===== src/rtl/alu_rr_arbiter_if.sv =====
// Handshake bundle between two ALU requesters, the shared ALU arbiter and its result consumer.
// Latency: none; wires only.
// Backpressure: req*_ready and resp_ready carry the stall information; valid must never depend on ready.
interface alu_rr_arbiter_if #(
    parameter int WIDTH = 32
);
    // requester 0
    logic             req0_valid;
    logic             req0_ready;
    logic [WIDTH-1:0] req0_a;
    logic [WIDTH-1:0] req0_b;
    logic [2:0]       req0_op;

    // requester 1
    logic             req1_valid;
    logic             req1_ready;
    logic [WIDTH-1:0] req1_a;
    logic [WIDTH-1:0] req1_b;
    logic [2:0]       req1_op;

    // result channel
    logic             resp_valid;
    logic             resp_ready;
    logic [WIDTH-1:0] resp_data;
    logic             resp_id;

    // requesters plus result consumer
    modport master (
        output req0_valid, req0_a, req0_b, req0_op,
        input  req0_ready,
        output req1_valid, req1_a, req1_b, req1_op,
        input  req1_ready,
        input  resp_valid, resp_data, resp_id,
        output resp_ready
    );

    // the arbiter itself
    modport slave (
        input  req0_valid, req0_a, req0_b, req0_op,
        output req0_ready,
        input  req1_valid, req1_a, req1_b, req1_op,
        output req1_ready,
        output resp_valid, resp_data, resp_id,
        input  resp_ready
    );
endinterface


===== src/rtl/alu_rr_arbiter.sv =====
// Round-robin share of one 4-op ALU between two requesters, with a single registered result slot.
// Latency: 1 cycle from accept to resp_valid; 1 op/cycle sustained while resp_ready is high.
// Backpressure: a full, undrained result slot drops both req*_ready; prio/counters/result then freeze.
module alu_rr_arbiter #(
    parameter int WIDTH = 32,   // the ALU is 32-bit only
    parameter int CNT_W = 16
) (
    input  logic             clk,
    input  logic             reset_n,
    alu_rr_arbiter_if.slave  bus,
    output logic [CNT_W-1:0] served0,
    output logic [CNT_W-1:0] served1
);

    localparam logic [2:0] OP_AND = 3'b000;
    localparam logic [2:0] OP_OR  = 3'b001;
    localparam logic [2:0] OP_ADD = 3'b010;
    localparam logic [2:0] OP_SUB = 3'b011;

    localparam logic [CNT_W-1:0] CNT_ONE = {{(CNT_W-1){1'b0}}, 1'b1};

    // state: priority pointer (0 favours requester 0) and the result slot
    logic             prio;
    logic             resp_valid_q;
    logic [WIDTH-1:0] resp_data_q;
    logic             resp_id_q;

    // combinational arbitration and operand selection
    logic             can_accept;
    logic             any_req;
    logic             grant;
    logic             xfer;
    logic [WIDTH-1:0] sel_a;
    logic [WIDTH-1:0] sel_b;
    logic [2:0]       sel_op;
    logic [WIDTH-1:0] alu_y;

    // The slot can take a new result when empty or when it is being drained in this same cycle.
    assign can_accept = !resp_valid_q || bus.resp_ready;
    assign any_req    = bus.req0_valid || bus.req1_valid;

    // Pick a winner: a lone requester always wins, a contended cycle goes to prio.
    always_comb begin
        grant = 1'b0;
        if (bus.req0_valid && bus.req1_valid) begin
            grant = prio;
        end else if (bus.req1_valid) begin
            grant = 1'b1;
        end
    end

    // Ready is a function of valid; with no request neither ready rises.
    assign bus.req0_ready = can_accept && bus.req0_valid && (grant == 1'b0);
    assign bus.req1_ready = can_accept && bus.req1_valid && (grant == 1'b1);

    // Exactly one requester transfers whenever there is space and someone is asking.
    assign xfer = can_accept && any_req;

    // Route the winner's operands into the single ALU.
    always_comb begin
        sel_a  = bus.req0_a;
        sel_b  = bus.req0_b;
        sel_op = bus.req0_op;
        if (grant) begin
            sel_a  = bus.req1_a;
            sel_b  = bus.req1_b;
            sel_op = bus.req1_op;
        end
    end

    // Shared ALU; codes 100-111 are legal and quietly yield zero.
    always_comb begin
        alu_y = '0;
        case (sel_op)
            OP_AND:  alu_y = sel_a & sel_b;
            OP_OR:   alu_y = sel_a | sel_b;
            OP_ADD:  alu_y = sel_a + sel_b;
            OP_SUB:  alu_y = sel_a - sel_b;
            default: alu_y = '0;
        endcase
    end

    // Result slot: load on transfer (also covers pass-through drain), clear valid on a plain drain.
    always_ff @(posedge clk or negedge reset_n) begin
        if (!reset_n) begin
            resp_valid_q <= 1'b0;
            resp_data_q  <= '0;
            resp_id_q    <= 1'b0;
        end else if (xfer) begin
            resp_valid_q <= 1'b1;
            resp_data_q  <= alu_y;
            resp_id_q    <= grant;
        end else if (bus.resp_ready) begin
            resp_valid_q <= 1'b0;
        end
    end

    // Priority flips to the loser only on a transfer, so a stalled pair keeps its order.
    always_ff @(posedge clk or negedge reset_n) begin
        if (!reset_n) begin
            prio <= 1'b0;
        end else if (xfer) begin
            prio <= ~grant;
        end
    end

    // Served-operation counters; wrap silently at 2^CNT_W.
    always_ff @(posedge clk or negedge reset_n) begin
        if (!reset_n) begin
            served0 <= '0;
            served1 <= '0;
        end else if (xfer) begin
            if (grant) begin
                served1 <= served1 + CNT_ONE;
            end else begin
                served0 <= served0 + CNT_ONE;
            end
        end
    end

    assign bus.resp_valid = resp_valid_q;
    assign bus.resp_data  = resp_data_q;
    assign bus.resp_id    = resp_id_q;

endmodule


===== src/flat_wrapper.sv =====
// flat-port wrapper written by rule: the top's interface ports become plain ports
module alu_rr_arbiter_flat 
#(
    parameter int WIDTH = 32,                            
    parameter int CNT_W = 16
)
  (clk, reset_n, served0, served1, bus_req0_valid, bus_req0_a, bus_req0_b, bus_req0_op, bus_req0_ready, bus_req1_valid, bus_req1_a, bus_req1_b, bus_req1_op, bus_req1_ready, bus_resp_valid, bus_resp_data, bus_resp_id, bus_resp_ready);
  alu_rr_arbiter_if #(.WIDTH(WIDTH)) bus_i ();
  input  logic clk;
  input  logic reset_n;
  output logic [CNT_W-1:0] served0;
  output logic [CNT_W-1:0] served1;
  input wire logic [$bits(bus_i.req0_valid)-1:0] bus_req0_valid;
  input wire logic [$bits(bus_i.req0_a)-1:0] bus_req0_a;
  input wire logic [$bits(bus_i.req0_b)-1:0] bus_req0_b;
  input wire logic [$bits(bus_i.req0_op)-1:0] bus_req0_op;
  output wire logic [$bits(bus_i.req0_ready)-1:0] bus_req0_ready;
  input wire logic [$bits(bus_i.req1_valid)-1:0] bus_req1_valid;
  input wire logic [$bits(bus_i.req1_a)-1:0] bus_req1_a;
  input wire logic [$bits(bus_i.req1_b)-1:0] bus_req1_b;
  input wire logic [$bits(bus_i.req1_op)-1:0] bus_req1_op;
  output wire logic [$bits(bus_i.req1_ready)-1:0] bus_req1_ready;
  output wire logic [$bits(bus_i.resp_valid)-1:0] bus_resp_valid;
  output wire logic [$bits(bus_i.resp_data)-1:0] bus_resp_data;
  output wire logic [$bits(bus_i.resp_id)-1:0] bus_resp_id;
  input wire logic [$bits(bus_i.resp_ready)-1:0] bus_resp_ready;
  assign bus_i.req0_valid = bus_req0_valid;
  assign bus_i.req0_a = bus_req0_a;
  assign bus_i.req0_b = bus_req0_b;
  assign bus_i.req0_op = bus_req0_op;
  assign bus_req0_ready = bus_i.req0_ready;
  assign bus_i.req1_valid = bus_req1_valid;
  assign bus_i.req1_a = bus_req1_a;
  assign bus_i.req1_b = bus_req1_b;
  assign bus_i.req1_op = bus_req1_op;
  assign bus_req1_ready = bus_i.req1_ready;
  assign bus_resp_valid = bus_i.resp_valid;
  assign bus_resp_data = bus_i.resp_data;
  assign bus_resp_id = bus_i.resp_id;
  assign bus_i.resp_ready = bus_resp_ready;
  alu_rr_arbiter #(.WIDTH(WIDTH), .CNT_W(CNT_W)) u_core (.clk(clk), .reset_n(reset_n), .bus(bus_i), .served0(served0), .served1(served1));
endmodule

===== config.mk =====
export PLATFORM = sky130hd
export DESIGN_NAME = alu_rr_arbiter_flat
export DESIGN_NICKNAME = d
export VERILOG_FILES = /design/src/rtl/alu_rr_arbiter_if.sv /design/src/rtl/alu_rr_arbiter.sv /design/src/flat_wrapper.sv
export SDC_FILE = /design/constraint.sdc
export NUM_CORES = 1
export LEC_CHECK = 0
export ABC_CLOCK_PERIOD_IN_PS = 8500
export BUFFER_PORTS_ARGS = -buffer_cell sky130_fd_sc_hd__buf_2
export CORE_MARGIN = 3
export CORE_UTILIZATION = 35
export CTS_CLUSTER_DIAMETER = 30
export DETAILED_ROUTE_END_ITERATION = 10
export PLACE_DENSITY = 0.68
export SLEW_MARGIN = 20
export SYNTH_ARGS = -nofsm -noshare
export SYNTH_HDL_FRONTEND = slang
export SYNTH_SLANG_ARGS = --single-unit

===== constraint.sdc =====
create_clock -name clk -period 8.5 [get_ports clk]
set_clock_uncertainty 0.2 [all_clocks]
set_input_delay 2.55 -clock clk [delete_from_list [all_inputs] [get_ports clk]]
set_output_delay 2.55 -clock clk [all_outputs]
set_load 0.01 [all_outputs]

# --- Word-level counts from Yosys, hierarchy flattened ---
# Index checks and enable logic that the tools add are counted.
op_classes:
  n_addsub: 4
  eq_ne: 3
  mux: 8
  bitwise_logic: 3
  reduce_logical: 13
op_table:
  columns: ["op", "count"]
  rows:
  - ["$pmux 32 s4", 1]
  - ["$mux 32", 2]
  - ["$add 16x1->16 const B", 2]
  - ["$add 32x32->32", 1]
  - ["$and 32x32->32", 1]
  - ["$or 32x32->32", 1]
  - ["$sub 32x32->32", 1]
  - ["$eq 3x2->1 const B", 2]
  - ["$logic_and 1x1->1", 6]
  - ["$mux 1", 4]
  - ["$reduce_and 2->1", 2]
  - ["$eq 3x1->1 const B", 1]
  - ["$logic_not 3->1", 1]
  - ["$mux 3", 1]
  - ["$logic_or 1x1->1", 2]
  - ["$reduce_bool 2->1", 1]
  - ["$logic_not 1->1", 1]
  - ["$not 1->1", 1]
totals:
  ff_bits: 67
  inputBits: 139
  output_inout_bits: 68

# --- Depth between registers and ports, before layout ---
depth:
  ltp_word: 5
  mapped_depth: 22

# --- Worst setup path after synthesis ---
# OpenSTA, ideal clock, no wires.
synth_timing:
  path_type: "input port to flip-flop"
  from: "input bus_req1_valid"
  to: "register u_core.resp_data_q[25] (netlist: u_core.bus.resp_data[25])"
  setup_time_ns: 0.142
  t_arrival_ns: 6.638
  path_slack_ns: 1.520
  cell_stages: 21
  path_buffers: 5
  path_cell_list: "buf_2 > nand2_4 > buf_6 > buf_4 > buf_4 > buf_2 > mux2i_1 > ha_1 > nand3b_1 > or2_2 > o21ai_0 > xnor2_1 > ha_1 > a211oi_1 > o2111ai_1 > nand2_1 > or4b_1 > o211ai_2 > o21a_1 > xor2_1 > o221ai_1"
synth_between:
  elab_chain_cells: 5
  elab_cells_between_ends: 17
synth_rtl:
  columns: ["element", "line", "text"]
  rows:
  - ["from (decl)", "flat_wrapper.sv:18", "input wire logic [$bits(bus_i.req1_valid)-1:0] bus_req1_valid;"]
  - ["$mux 1 / $logic_and 1x1->1 (equally long branches)", "alu_rr_arbiter.sv:47, alu_rr_arbiter.sv:45", null]
  - ["$mux 1", "alu_rr_arbiter.sv:45", "if (bus.req0_valid && bus.req1_valid) begin"]
  - ["$mux 32 / $mux 3 (equally long branches)", "alu_rr_arbiter.sv:64", "if (grant) begin"]
  - ["$sub 32x32->32, or another cell as far along", "alu_rr_arbiter.sv:78", "OP_SUB: alu_y = sel_a - sel_b;"]
  - ["$pmux 32 s4", "alu_rr_arbiter.sv:74", "case (sel_op)"]
  - ["to (signal assigned)", "alu_rr_arbiter.sv:91", "resp_data_q <= alu_y;"]
  - ["to (decl)", "alu_rr_arbiter.sv:25", "logic [WIDTH-1:0] resp_data_q;"]
# Parallel ways exist; a longest one is shown, timed or not.
# A chain may end at the register's enable or synchronous reset.

# --- Worst setup path after layout ---
layout_timing:
  from: "input bus_req0_valid"
  to: "register u_core.resp_data_q[25] (netlist: u_core.bus.resp_data[25])"
layout_between:
  elab_chain_cells: 5
  elab_cells_between_ends: 16
layout_rtl:
  columns: ["element", "line", "text"]
  rows:
  - ["from (decl)", "flat_wrapper.sv:13", "input wire logic [$bits(bus_i.req0_valid)-1:0] bus_req0_valid;"]
  - ["$logic_and 1x1->1", "alu_rr_arbiter.sv:45", null]
  - ["$mux 1", "alu_rr_arbiter.sv:45", null]
  - ["$mux 32 / $mux 3 (equally long branches)", "alu_rr_arbiter.sv:64", null]
  - ["$sub 32x32->32, or another cell as far along", "alu_rr_arbiter.sv:78", null]
  - ["$pmux 32 s4", "alu_rr_arbiter.sv:74", null]
# Parallel ways exist; a longest one is shown, timed or not.

==> parameters.txt <==
Parameter                              Value

Outcome
  Run status ... completed

GRT
  Initial antenna violation count ... 0
  Total congestion overflow after global routing ... 0
  Largest net degree at the start of global routing ... 68
  GR Util All Layers ... 0.203
  Fraction of met2 tracks used by global routing ... 0.333
  Wire length of the first global-routing pass ... 32,900 µm
  Number of global-route vias before repair ... 6,452
  GRT met3 Usage ... 0.0378
  Highest-utilization routing layer at the global route stage ... met2
  Global routing usage on met1 ... 0.269

Critical path
  Cell count of the worst reg-to-reg path ... 17
  End of the critical path ... u_core.bus.resp_data[25]
  Worst setup startpoint ... bus_req0_valid
  Data arrival time of the worst path ... 6.83 ns
  Endpoint required time on the critical path ... 8.47 ns
  Crit path launch type ... primary input
  End of the worst register-to-register path ... u_core.bus.resp_data[25]
  Endpoint type of the worst setup path ... flop
  Worst reg2reg path startpoint ... u_core.prio
  Crit Path Class ... primary input to flop
  R2r setup slk ... 3.48 ns
  Highest net fanout along the worst path ... 25

Placed design
  Detail Placement HPWL ... 16,500 µm
  Routability-driven placement congestion ratio ... 0.933
  Placement-stage worst setup slack ... 1.35 ns
  Count of input and output buffers ... 206

STA
  Hold Slack ... 0.267 ns
  Setup slack of the critical path after layout ... 1.64 ns
  Final period utilization ... 0.807
  Fmax ... 146 MHz
  Count of pins over their slew limit ... 0
  Setup TNS ... 0 ns
  Worst-Margin Slew ... 1.06 ns
  Final critical delay including setup and external delays ... 6.86 ns
  Number of failing hold endpoints at the final stage ... 0
  Setup Viol. Count Final ... 0
  Setup repair after global routing missed its margin ... false
  Worst slew margin relative to its limit ... 0.290

Clock tree
  Clock tree from TritonCTS ... built
  Longest Clk Path Bufs ... 2
  Clock transition at the registers of the reported paths ... 0.06 ns
  Htree depth ... 3
  Hold-fix buffers at CTS ... 0
  Cell chosen for the clock root ... sky130_fd_sc_hd__clkbuf_16
  Cells resized by post-CTS repair ... 0
  Clock insertion delay at the later pin of the skew report ... 0.35 ns
  Sinks on Clock Net ... 67
  Total CTS buffers ... 9
  Number of setup buffers added after CTS ... 0

Power
  Total power divided by cell area ... 196 mW/mm²
  Worst ir drop on vdd ... 0.0803 mV
  Leakage power ... 4.12 nW

Die
  Core Area ... 0.0182 mm²
  Count of standard-cell rows ... 49
  DIE WIDTH ... 143 µm
  IO Count ... 207
  Initial cell density of the core ... 0.361
  Die height ... 143 µm
  Area enclosed by the die boundary ... 0.0204 mm²

Synthesis
  Portion of synthesized cell area occupied by the leading cell type ... 0.255
  Cell with the most instances after synthesis ... sky130_fd_sc_hd__nand2_1
  Async set-reset flop share out of synthesis ... 1.00
  Synthesized flop and latch total ... 67
  Combined area of all synthesized cells ... 0.00657 mm²
  Mean area per synthesized cell ... 8.12 µm²
  Top cells by area in the synthesized netlist ... sky130_fd_sc_hd__dfrtp_1, sky130_fd_sc_hd__mux2i_1, sky130_fd_sc_hd__ha_1, sky130_fd_sc_hd__xnor2_1, sky130_fd_sc_hd__nand2_1
  Flip-flop cell with the highest count after synthesis ... sky130_fd_sc_hd__dfrtp_1
  Synthesized Nets ... 985
  Number of enable-type register cells in the synthesized netlist ... 0
  Ys Warns ... 0
  Post-synthesis instance total ... 809
  Number of different library cells in the post-synthesis netlist ... 67
  Most frequent cells after synthesis ... sky130_fd_sc_hd__nand2_1, sky130_fd_sc_hd__dfrtp_1, sky130_fd_sc_hd__a21oi_1, sky130_fd_sc_hd__nor2_1, sky130_fd_sc_hd__xnor2_1
  Sequential share of the synthesized area ... 0.255
  Biggest area consumer among synthesized cells ... sky130_fd_sc_hd__dfrtp_1

Route
  ANT nets after route ... 0
  DRC Markers ... 0
  Total wirelength of the detailed-routed design ... 21,200 µm
  Post-DR vias/cell ... 5.45
  Total via count in the routed design ... 6,710
  Initial DRT Pass Iterations ... 5
  Iteration-0 DRC Markers ... 386
  DR WL/cell ... 17.2 µm

Cells and area
  Share of cells above drive strength 1 ... 0.252
  Final net count ... 1,175
  Synth-to-layout area growth ... 24.3%
  Antenna cell count ... 0

Hold path
  Min-Delay Path Class ... flop to flop

Flow run
  Max Cap Viol ... 0
[worst min path at each step]
stage	from	to	cells after the start
floorplan	u_core.served0[15]	u_core.served0[15]	1
global placement	u_core.served1[15]	u_core.served1[15]	1
detailed placement	u_core.served1[15]	u_core.served1[15]	1
CTS	u_core.served1[15]	u_core.served1[15]	1
global route	u_core.served1[15]	u_core.served1[15]	1
finish	u_core.served1[15]	u_core.served1[15]	1
[critical path, cell delays in order]
cell and delay [ns]:
sky130_fd_sc_hd__buf_2 0.15, sky130_fd_sc_hd__nand2b_2 0.13, sky130_fd_sc_hd__nand2_4 0.34, sky130_fd_sc_hd__mux2i_1 0.36
sky130_fd_sc_hd__ha_1 0.29, sky130_fd_sc_hd__nand3b_1 0.28, sky130_fd_sc_hd__or2_2 0.40, sky130_fd_sc_hd__o21ai_0 0.23
sky130_fd_sc_hd__xnor2_1 0.09, sky130_fd_sc_hd__ha_1 0.37, sky130_fd_sc_hd__a211oi_1 0.31, sky130_fd_sc_hd__o2111ai_1 0.16
sky130_fd_sc_hd__nand2_1 0.13, sky130_fd_sc_hd__or4b_1 0.47, sky130_fd_sc_hd__o211ai_2 0.13, sky130_fd_sc_hd__o21a_1 0.16
sky130_fd_sc_hd__xor2_1 0.14, sky130_fd_sc_hd__o221ai_1 0.13
[through the flow]
stage / instance area, µm² / instances / util / power [mW]
finish: 8160 / 1232 / 0.448 / 1.60
global route: 8160 / 1232 / 0.448 / 1.71
CTS: 8160 / 1232 / 0.448 / 1.61
detailed placement: 7810 / 1217 / 0.429 / 1.14
global placement: 7810 / 1217 / 0.429 / 1.14
floorplan: 6570 / 809 / - / 0.922
[power by group]
part | internal [mW] | switching (mW) | leakage [nW]
logic | 0.310 | 0.413 | 3.06
clock network | 0.301 | 0.152 | 0.168
registers | 0.373 | 0.0480 | 0.891
total | 0.984 | 0.614 | 4.12
[per-layer routing]
layer	vias up	share of wire
met2	215	0.47
met1	3154	0.45
met4	0	0.021
li1	3311	-
met5	-	0
met3	30	0.058
[area by class of cell]
class                      instances  area [µm²]
inverter                          33         124
timing repair buffer             215        1100
clock inverter                     4        97.6
sequential                        67        1680
fill                            1823       10000
multi-input combinational        673        4620
clock buffer                      11         253
tap                              229         287
[cell families after synthesis]
kind of cell    count (synthesis)  share of synthesized area
xor+xnor                       88                      0.117
mux                            52                     0.0796
flops                          67                      0.255
compound gates                198                      0.202
fa+ha+maj                      53                     0.0960
buf+inv                        69                     0.0442
simple gates                  282                      0.205
[cells in the final DEF, fill, tap and decap left out, drive strengths merged, types with 5 or more instances in the layout]
master  instances
nand2b         10
a21oi          62
xnor2          51
nand4          17
or4             5
nor2b           8
or3             6
a31oi           9
inv            33
ha             36
a21o           14
clkbuf         11
nand2         111
nor2           57
o21ai          34
o221ai         17
a22o           12
mux2i          50
and3           14
o22ai          12
maj3           16
dfrtp          67
nand3          17
nor3           25
buf           215
xor2           37
[state kept, by name (all words and copies together) (netlist names)]
name / count
u_core.bus.resp_data: 32
u_core.served0: 16
u_core.bus.resp_valid: 1
u_core.served1: 16
u_core.prio: 1
u_core.bus.resp_id: 1
Note: power is estimated with default switching activity, not from simulation.
